### src/rtl/mult_fixed_pipe.sv
// rtl/mult_fixed_pipe.sv - two-stage multi-lane unsigned x signed fixed-point multiplier
// Optional round-half-up in stage 2 when MULT_FIXED_ROUND_EN is defined; truncation otherwise.
module mult_fixed_pipe #(
  parameter int LANES = 4,
  parameter int A_W   = 8,
  parameter int B_W   = 8,
  parameter int OUT_W = 8,
  parameter int SHIFT = 8,
  parameter int CNT_W = 16
) (
  input  logic                   clk,
  input  logic                   rst_n,
  input  logic                   flush,
  input  logic                   in_valid,
  output logic                   in_ready,
  input  logic [LANES*A_W-1:0]   in_a,
  input  logic [LANES*B_W-1:0]   in_b,
  output logic                   out_valid,
  input  logic                   out_ready,
  output logic [LANES*OUT_W-1:0] out_data,
  output logic [LANES-1:0]       out_sat,
  output logic [CNT_W-1:0]       sat_cnt
);

  localparam int PW = A_W + B_W + 1;
  localparam int RW = PW + 1;
  localparam logic signed [RW-1:0] SAT_MAX = RW'((longint'(1) << (OUT_W - 1)) - 1);
  localparam logic signed [RW-1:0] SAT_MIN = RW'(-(longint'(1) << (OUT_W - 1)));

  logic                   s1_valid;
  logic                   s1_en;
  logic                   s2_en;
  logic                   accept;
  logic                   out_fire;
  logic [LANES*OUT_W-1:0] r_data;
  logic [LANES-1:0]       r_sat;

  assign s2_en    = !out_valid || out_ready;
  assign s1_en    = !s1_valid || s2_en;
  assign in_ready = s1_en && !flush;
  assign accept   = in_valid && in_ready;
  assign out_fire = out_valid && out_ready;

  for (genvar i = 0; i < LANES; i++) begin : g_lane
    logic signed [PW-1:0]    a_ext;
    logic signed [PW-1:0]    b_ext;
    logic signed [PW-1:0]    p_next;
    logic signed [PW-1:0]    s1_p;
    logic signed [RW-1:0]    p_wide;
    logic signed [RW-1:0]    r_wide;
    logic [OUT_W-1:0]        lane_data;
    logic                    lane_sat;

    // Product is exact in PW bits, so the truncating multiply never loses information.
    assign a_ext  = {{(B_W + 1){1'b0}}, in_a[i*A_W +: A_W]};
    assign b_ext  = {{(A_W + 1){in_b[i*B_W + B_W - 1]}}, in_b[i*B_W +: B_W]};
    assign p_next = a_ext * b_ext;

    always_ff @(posedge clk or negedge rst_n) begin
      if (!rst_n) begin
        s1_p <= '0;
      end else if (accept) begin
        s1_p <= p_next;
      end
    end

    assign p_wide = {s1_p[PW-1], s1_p};

`ifdef MULT_FIXED_ROUND_EN
    if (SHIFT > 0) begin : g_round
      localparam logic signed [RW-1:0] HALF = RW'(longint'(1) << (SHIFT - 1));
      assign r_wide = (p_wide + HALF) >>> SHIFT;
    end else begin : g_noround
      assign r_wide = p_wide;
    end
`else
    assign r_wide = p_wide >>> SHIFT;
`endif

    always_comb begin
      lane_sat  = 1'b0;
      lane_data = r_wide[OUT_W-1:0];
      if (r_wide > SAT_MAX) begin
        lane_sat  = 1'b1;
        lane_data = SAT_MAX[OUT_W-1:0];
      end else if (r_wide < SAT_MIN) begin
        lane_sat  = 1'b1;
        lane_data = SAT_MIN[OUT_W-1:0];
      end
    end

    assign r_data[i*OUT_W +: OUT_W] = lane_data;
    assign r_sat[i]                 = lane_sat;
  end

  always_ff @(posedge clk or negedge rst_n) begin
    if (!rst_n) begin
      s1_valid  <= 1'b0;
      out_valid <= 1'b0;
      out_data  <= '0;
      out_sat   <= '0;
    end else begin
      if (flush) begin
        s1_valid  <= 1'b0;
        out_valid <= 1'b0;
      end else begin
        if (s1_en) s1_valid  <= in_valid;
        if (s2_en) out_valid <= s1_valid;
      end
      // Results only move on a real stage-2 load, so held data stays put across stalls.
      if (s2_en && s1_valid && !flush) begin
        out_data <= r_data;
        out_sat  <= r_sat;
      end
    end
  end

  always_ff @(posedge clk or negedge rst_n) begin
    if (!rst_n) begin
      sat_cnt <= '0;
    end else if (out_fire && (|out_sat) && !(&sat_cnt)) begin
      sat_cnt <= sat_cnt + 1'b1;
    end
  end

endmodule

### config.mk
export PLATFORM = sky130hd
export DESIGN_NAME = mult_fixed_pipe
export DESIGN_NICKNAME = d
export VERILOG_FILES = /design/src/rtl/mult_fixed_pipe.sv
export SDC_FILE = /design/constraint.sdc
export NUM_CORES = 1
export LEC_CHECK = 0
export CAP_MARGIN = 20
export CORE_MARGIN = 1.5
export CORE_UTILIZATION = 60
export DETAILED_ROUTE_END_ITERATION = 10
export PLACE_DENSITY_LB_ADDON = 0.12
export SYNTH_ARGS = -nofsm -noshare
export SYNTH_HDL_FRONTEND = slang
export SYNTH_SLANG_ARGS = --single-unit
export TNS_END_PERCENT = 100
### constraint.sdc
create_clock -name clk -period 1.8 [get_ports clk]
set_input_delay 0.45 -clock clk [delete_from_list [all_inputs] [get_ports clk]]
set_output_delay 0.45 -clock clk [all_outputs]
set_load 0.01 [all_outputs]
==> results.py, run 1 <==
metrics = {
    "status": {
        "outcome": "finished, violations left",
        "violations": "setup timing",
    },
    "setup_path": {
        "setup.worst_path.start": "in_a[4]",
        "crit_end": "g_lane[0].s1_p[16]$_DFFE_PN0P_",
        "worstReg2RegEnd": "sat_cnt[6]$_DFFE_PN0P_",
        "reg2regPathDepth": 5,
        "regToRegSetupSlack_ns": 0.04,
        "start_kind": "input port",
        "critPathKind": "input port to register",
        "cp_max_fo": 7,
        "arrival_ns": 4.23,
        "worstPathRequired_ns": 2.01,
        "r2r-start": "out_sat[0]$_DFFE_PN0P_",
        "cp-end-kind": "register",
    },
    "placed_design": {
        "placedInstanceArea_um2": 15300,
        "port_buffers": 122,
        "dp_slack_ns": -3.02,
        "routabilityCongestion": 0.870,
        "post-dp-hpwl_um": 23100,
    },
    "synth": {
        "synth_cells": 1306,
        "async_flop_share": 1.00,
        "netlist_area_um2": 12000,
        "synth-seq-cells": 90,
        "synth_top_area_frac": 0.233,
        "synth_edf_count": 0,
        "synthTopCellsByArea": "fa_1 23%, dfrtp_1 19%, ha_1 17%, and2_1 7.5%, nand2_1 6.4%",
        "synth_largest_area_cell": "fa_1",
        "synth_cell_types": 67,
        "ys.flop_type": "dfrtp_1",
        "yosys_warnings": 0,
        "synth_area_per_cell_um2": 9.20,
        "ys_seq_area_frac": 0.187,
        "syn_nets": 1680,
    },
    "timing": {
        "relSlewSlack": 0.684,
        "hold-worst-slack_ns": 0.0350,
        "finalCritPeriodShare": 2.23,
        "setup_tns_ns": -72.57,
        "finalHoldViolations": 0,
        "grt_setup_unrepaired": "true",
        "setup_viol_count_final": 36,
        "setup_ws_ns": -2.21,
        "slew_violations": 0,
        "min_period_ns": 4.01,
        "fin_skew_ns": 0.00602,
        "worstMarginPinSlew_ns": 0.474,
        "max_clock_freq_ghz": 0.249,
    },
    "clocking": {
        "cts_tree": "yes",
        "worstSkewPairLatency_ns": 0.33,
        "clockBufferDepth": 2,
        "cts.sinks": 90,
        "h-tree-depth": 3,
        "root_buffer": "clkbuf_16",
        "cts_made_buffers": 9,
        "cts.clk_slew.worst_paths_ns": 0.06,
    },
    "power_and_ir_drop": {
        "p_clk_frac": 0.103,
        "p_comb_frac": 0.718,
        "powerDensity_nw_per_um2": 1110,
        "swShare": 0.421,
        "power_frac_seq": 0.179,
        "power.switching_mw": 7.76,
        "vdd_drop_max_v": 0.00124,
        "p_int_mw": 10.7,
        "power_mw": 18.4,
        "p_leak_nw": 8.46,
    },
    "cells_and_area": {
        "final_common_cell": "buf_4",
        "nFillCells": 1073,
        "nets": 2024,
        "final_area_um2": 16600,
        "area_delta_synth_final_pct": 38.2,
        "layout_common_cells": "204 x buf_4, 191 x nand2_1, 164 x inv_1, 142 x ha_1, 126 x fa_1",
        "drive_gt1_frac": 0.325,
        "antenna_cells": 0,
    },
    "floorplan": {
        "dieArea_um2": 20900,
        "ioPinCount": 123,
        "placementRows": 51,
        "start_util": 0.615,
        "die_x_um": 144,
        "core_um2": 19500,
        "die_height_um": 144,
    },
    "global_routing": {
        "grt_pass1_vias": 10500,
        "grt_usage": 0.287,
        "grt_pass1_wl_um": 48000,
        "antenna_found_initial": 1,
        "overflow": 0,
        "grt_max_degree": 41,
    },
    "detailed_routing": {
        "drt_iter0_drc": 492,
        "first_pass_iters": 7,
        "via_per_inst": 5.32,
        "wl_per_cell_um": 15.9,
        "wl_um": 30600,
        "drc_errors": 0,
        "dr_total_vias": 10200,
        "detail-route-antenna-nets": 0,
    },
    "flow_run": {
        "maxCapViolCount": 0,
    },
    "min_path": {
        "holdCritPathClass": "input port to asynchronous set/reset pin",
    },
}
[cell type report]
| cell class | instances | area [um^2] | area share |
|---|---|---|---|
| Sequential cell | 90 | 2260 | 0.136 |
| Tap cell | 265 | 332 | 0.0200 |
| Timing Repair Buffer | 355 | 3090 | 0.186 |
| Multi-Input combinational cell | 995 | 9860 | 0.594 |
| Clock buffer | 11 | 253 | 0.0152 |
| Clock inverter | 4 | 51.3 | 0.00309 |
| Inverter | 199 | 753 | 0.0454 |
[power groups by stage]
stage	clock, mW	sequential (mW)	combinational [mW]
2_1_floorplan	0	3.24	6.74
3_3_place_gp	0	3.27	10.5
3_5_place_dp	0	3.30	10.9
4_1_cts	1.92	3.28	11.9
5_1_grt	2.00	3.38	14.6
6_report	1.90	3.31	13.2
[through the flow]
stage               cells   util
floorplan            1306      -
global placement     1869  0.783
global route         1919  0.850
finish               1919  0.850
detailed placement   1869  0.783
CTS                  1904  0.820
[kinds of logic after synthesis]
| group | after synthesis | synth area share |
|---|---|---|
| muxes | 5 | 0.00458 |
| xor gates and xnor gates | 47 | 0.0343 |
| DFF | 90 | 0.187 |
| buffers and inverters | 221 | 0.0696 |
| and+or+nand+nor | 471 | 0.201 |
| AOI/OAI and AO/OA | 146 | 0.0802 |
| adders and majority gates | 326 | 0.423 |
[layer usage]
metal | up-vias | track usage | wire length [um]
li1 | 4888 | - | -
met1 | 5062 | 0.378 | 12800
met2 | 208 | 0.511 | 16200
met3 | 43 | 0.0358 | 1100
met4 | 0 | 0.0569 | 504
met5 | - | 0 | 0
[worst max-delay path: stages]
cell and delay [ns]:
buf_2 0.16, and2_4 0.17, fa_1 0.45, fa_1 0.49, fa_1 0.53, inv_2 0.05, fa_1 0.49, inv_2 0.05
ha_4 0.22, a21oi_2 0.18, o211ai_2 0.16, a211oi_4 0.36, o311ai_4 0.14, nor4_2 0.26, nor3_2 0.07
[cells in the mapped netlist (all sizes together), types with 5 or more instances]
master	number
o31ai	8
ha	165
clkbuf	13
xor2	11
o211ai	9
xnor2	36
nor2	37
nand4	9
and3	15
o21ai	58
inv	198
dfrtp	90
maj3	21
o21a	5
nor3	6
a211oi	8
fa	140
nand2b	17
nand2	207
a21o	9
and2	144
a21oi	30
buf	9
nand3	14
[timing repair]
item / in CTS / in global routing
resized for setup: 408 / 147
hold buffers: 0 / 0
pin swaps: 143 / 118
setup endpoints to repair: 60 / 50
endpoints found under the hold margin: 0 / 0
buffers inserted: 22 / 16
[state kept, by name, indices dropped and copies added, names as in the netlist]
| register | cells |
|---|---|
| out_valid | 1 |
| out_sat | 4 |
| g_lane.s1_p | 36 |
| sat_cnt | 16 |
| out_data | 32 |
| s1_valid | 1 |
[worst min-delay path by stage]
stage	end	cells past startpoint
floorplan	g_lane[0].s1_p[10]$_DFFE_PN0P_	0
global placement	out_data[17]$_DFFE_PN0P_	1
detailed placement	out_data[17]$_DFFE_PN0P_	1
CTS	out_data[17]$_DFFE_PN0P_	1
global route	out_data[17]$_DFFE_PN0P_	1
finish	out_data[17]$_DFFE_PN0P_	1
Note: power is estimated with default switching activity, not from simulation.
==> inputs of run 2 (changes only) <==
DONT_BUFFER_PORTS = 1   (was unset)
==> run 2 against run 1 <==
The run ends with hold timing, setup timing left. Register-to-register slack improved by 0.05 ns. Die area unchanged. First-iteration DRC count decreased by 25%. Setup slack improved by 0.17 ns. Wire length decreased by 18%. Final area decreased by 14%. Sequential cell count unchanged. Largest cell class unchanged.
==> results.py, run 2 (same netlist as run 1, synthesis figures left out) <==
metrics = {
    "cells_and_area": {
        "nets": 1801,
        "largestRegisters": "g_lane.s1_p x36, out_data x32, sat_cnt x16",
        "final_util": 0.732,
        "antenna_cells": 0,
        "area_delta_synth_final_pct": 18.9,
        "layout_common_cells": "203 x nand2_1, 176 x inv_1, 148 x ha_1, 134 x fa_1, 133 x and2_1",
        "top_register": "g_lane.s1_p",
        "final_area_um2": 14300,
        "stdcell_count": 1697,
        "drive_gt1_frac": 0.211,
        "largest_reg_flops": 36,
        "final_common_cell": "nand2_1",
    },
    "placed_design": {
        "dp_slack_ns": -2.45,
        "placedInstanceArea_um2": 13400,
        "post-dp-hpwl_um": 20300,
        "dp_cells": 1669,
        "routabilityCongestion": 0.837,
        "port_buffers": 0,
    },
    "clocking": {
        "clockBufferDepth": 2,
        "cts_tree": "yes",
        "cts_made_buffers": 9,
        "cts.clk_slew.worst_paths_ns": 0.07,
        "root_buffer": "clkbuf_16",
        "h-tree-depth": 3,
        "cts.sinks": 90,
        "worstSkewPairLatency_ns": 0.34,
    },
    "flow_run": {
        "maxCapViolCount": 0,
    },
    "global_routing": {
        "grt_usage": 0.252,
        "antenna_found_initial": 0,
        "grt_max_degree": 91,
        "overflow": 0,
        "grt_pass1_vias": 9462,
        "grt_pass1_wl_um": 42700,
    },
    "setup_path": {
        "crit_family": "adder cells",
        "critPathKind": "input port to register",
        "critPathSlowestCell": "fa_1",
        "worst_path_most_repeated_cell": "fa_1",
        "worstPathRequired_ns": 2.02,
        "slowest_delay_ns": 0.51,
        "path_buf_inv": 4,
        "cp-end-kind": "register",
        "reg2regPathDepth": 5,
        "arrival_ns": 4.06,
        "r2r-start": "out_sat[1]$_DFFE_PN0P_",
        "path_cells": "clkinvlp_4, nor2_2, fa_1, fa_1, fa_1, inv_2, fa_1, inv_2, ha_4, a21oi_2, o211ai_2, a211oi_4, buf_6, o311ai_4, nor4_2, nor3_2",
        "cp_max_fo": 6,
        "start_kind": "input port",
        "worstReg2RegEnd": "sat_cnt[6]$_DFFE_PN0P_",
        "regToRegSetupSlack_ns": 0.09,
    },
    "power_and_ir_drop": {
        "p_int_mw": 9.56,
        "powerDensity_nw_per_um2": 1160,
        "power_frac_seq": 0.209,
        "p_comb_frac": 0.676,
        "vdd_drop_max_v": 0.00121,
        "power.switching_mw": 6.94,
        "power_mw": 16.5,
        "p_leak_nw": 7.20,
        "swShare": 0.421,
        "p_clk_frac": 0.115,
    },
    "timing": {
        "setup_ws_ns": -2.04,
        "hold-worst-slack_ns": -0.201,
        "fin_skew_ns": 0.00801,
        "worstMarginPinSlew_ns": 0.457,
        "finalHoldViolations": 90,
        "slew_violations": 0,
        "setup_viol_count_final": 36,
        "min_period_ns": 3.84,
        "relSlewSlack": 0.695,
        "setup_tns_ns": -64.76,
        "grt_setup_unrepaired": "true",
        "finalCritPeriodShare": 2.14,
        "max_clock_freq_ghz": 0.260,
    },
    "status": {
        "violations": "hold timing, setup timing",
        "outcome": "finished, violations left",
    },
    "detailed_routing": {
        "dr_total_vias": 9128,
        "drc_errors": 0,
        "dr.max_layer_used": "met4",
        "route.met2.wl_um": 12400,
        "wl_um": 25100,
        "detail-route-antenna-nets": 0,
        "drt-met1-wl_um": 11100,
        "drt_iter0_drc": 368,
        "wl_per_cell_um": 14.8,
        "first_pass_iters": 5,
        "routed-wl-met3_um": 1390,
        "via_per_inst": 5.38,
    },
    "floorplan": {
        "die_height_um": 144,
        "core_um2": 19500,
        "dieArea_um2": 20900,
        "ioPinCount": 123,
        "start_util": 0.615,
        "placementRows": 51,
        "die_x_um": 144,
    },
    "min_path": {
        "holdCritPathClass": "input port to asynchronous set/reset pin",
    },
}
==> run 2: changes by cell type in the layout (fill, tap and decap cells not counted), sizes merged <==
cell           before  now
clkbuf             16   10
clkdlybuf4s15       2    0
buf               291  132
inv               197  196
dlygate4sd2         5    0
clkdlybuf4s50      46    0
clkinvlp            2    5
dlymetal6s2s        6    0
==> run 2: repair_timing <==
| item | in CTS | in global routing |
|---|---|---|
| pin swaps | 57 | 32 |
| setup buffers | 13 | 3 |
| setup endpoints to repair | 36 | 36 |
| hold endpoints to repair | 90 | 90 |
| resized for setup | 68 | 45 |
| cloned | 0 | 0 |
==> run 2: routing by layer <==
layer  up-vias  track usage
met5         -            0
met4         0       0.0340
met3        16       0.0523
met2       159        0.436
met1      4515        0.334
li1       4438            -
==> run 2: power groups by stage <==
| stage | sequential [mW] | clock (mW) | combinational (mW) |
|---|---|---|---|
| after detailed placement | 3.49 | 0 | 9.61 |
| after CTS | 3.45 | 1.93 | 10.8 |
| after global placement | 3.46 | 0 | 9.36 |
| after global routing | 3.55 | 2.03 | 12.5 |
| after floorplan | 3.24 | 0 | 6.74 |
| final | 3.45 | 1.90 | 11.1 |
==> run 2: final cells by class <==
type	count	area (um^2)
Clock buffer	10	229
Fill cell	1516	5240
Inverter	199	762
Multi-Input combinational cell	995	9580
Sequential cell	90	2250
Tap cell	265	332
Timing Repair Buffer	132	1050
Clock inverter	6	75.1
==> run 2: worst register-to-register path: cells and delay by family (launching register included) <==
kind          cells  cell delay [ns]
mux               1             0.34
flops             1             0.38
simple gates      4             0.89
==> run 2: worst max path at each step <==
stage	from	end	slack, ns	cells past startpoint
after detailed placement	in_a[24]	g_lane[3].s1_p[16]$_DFFE_PN0P_	-2.45	13
after floorplan	in_b[28]	g_lane[3].s1_p[16]$_DFFE_PN0P_	-2.25	14
after global placement	in_b[28]	g_lane[3].s1_p[16]$_DFFE_PN0P_	-2.38	14
final	in_b[7]	g_lane[0].s1_p[16]$_DFFE_PN0P_	-2.04	16
after global routing	in_b[7]	g_lane[0].s1_p[16]$_DFFE_PN0P_	-2.15	16
after CTS	in_a[7]	g_lane[0].s1_p[16]$_DFFE_PN0P_	-2.04	15
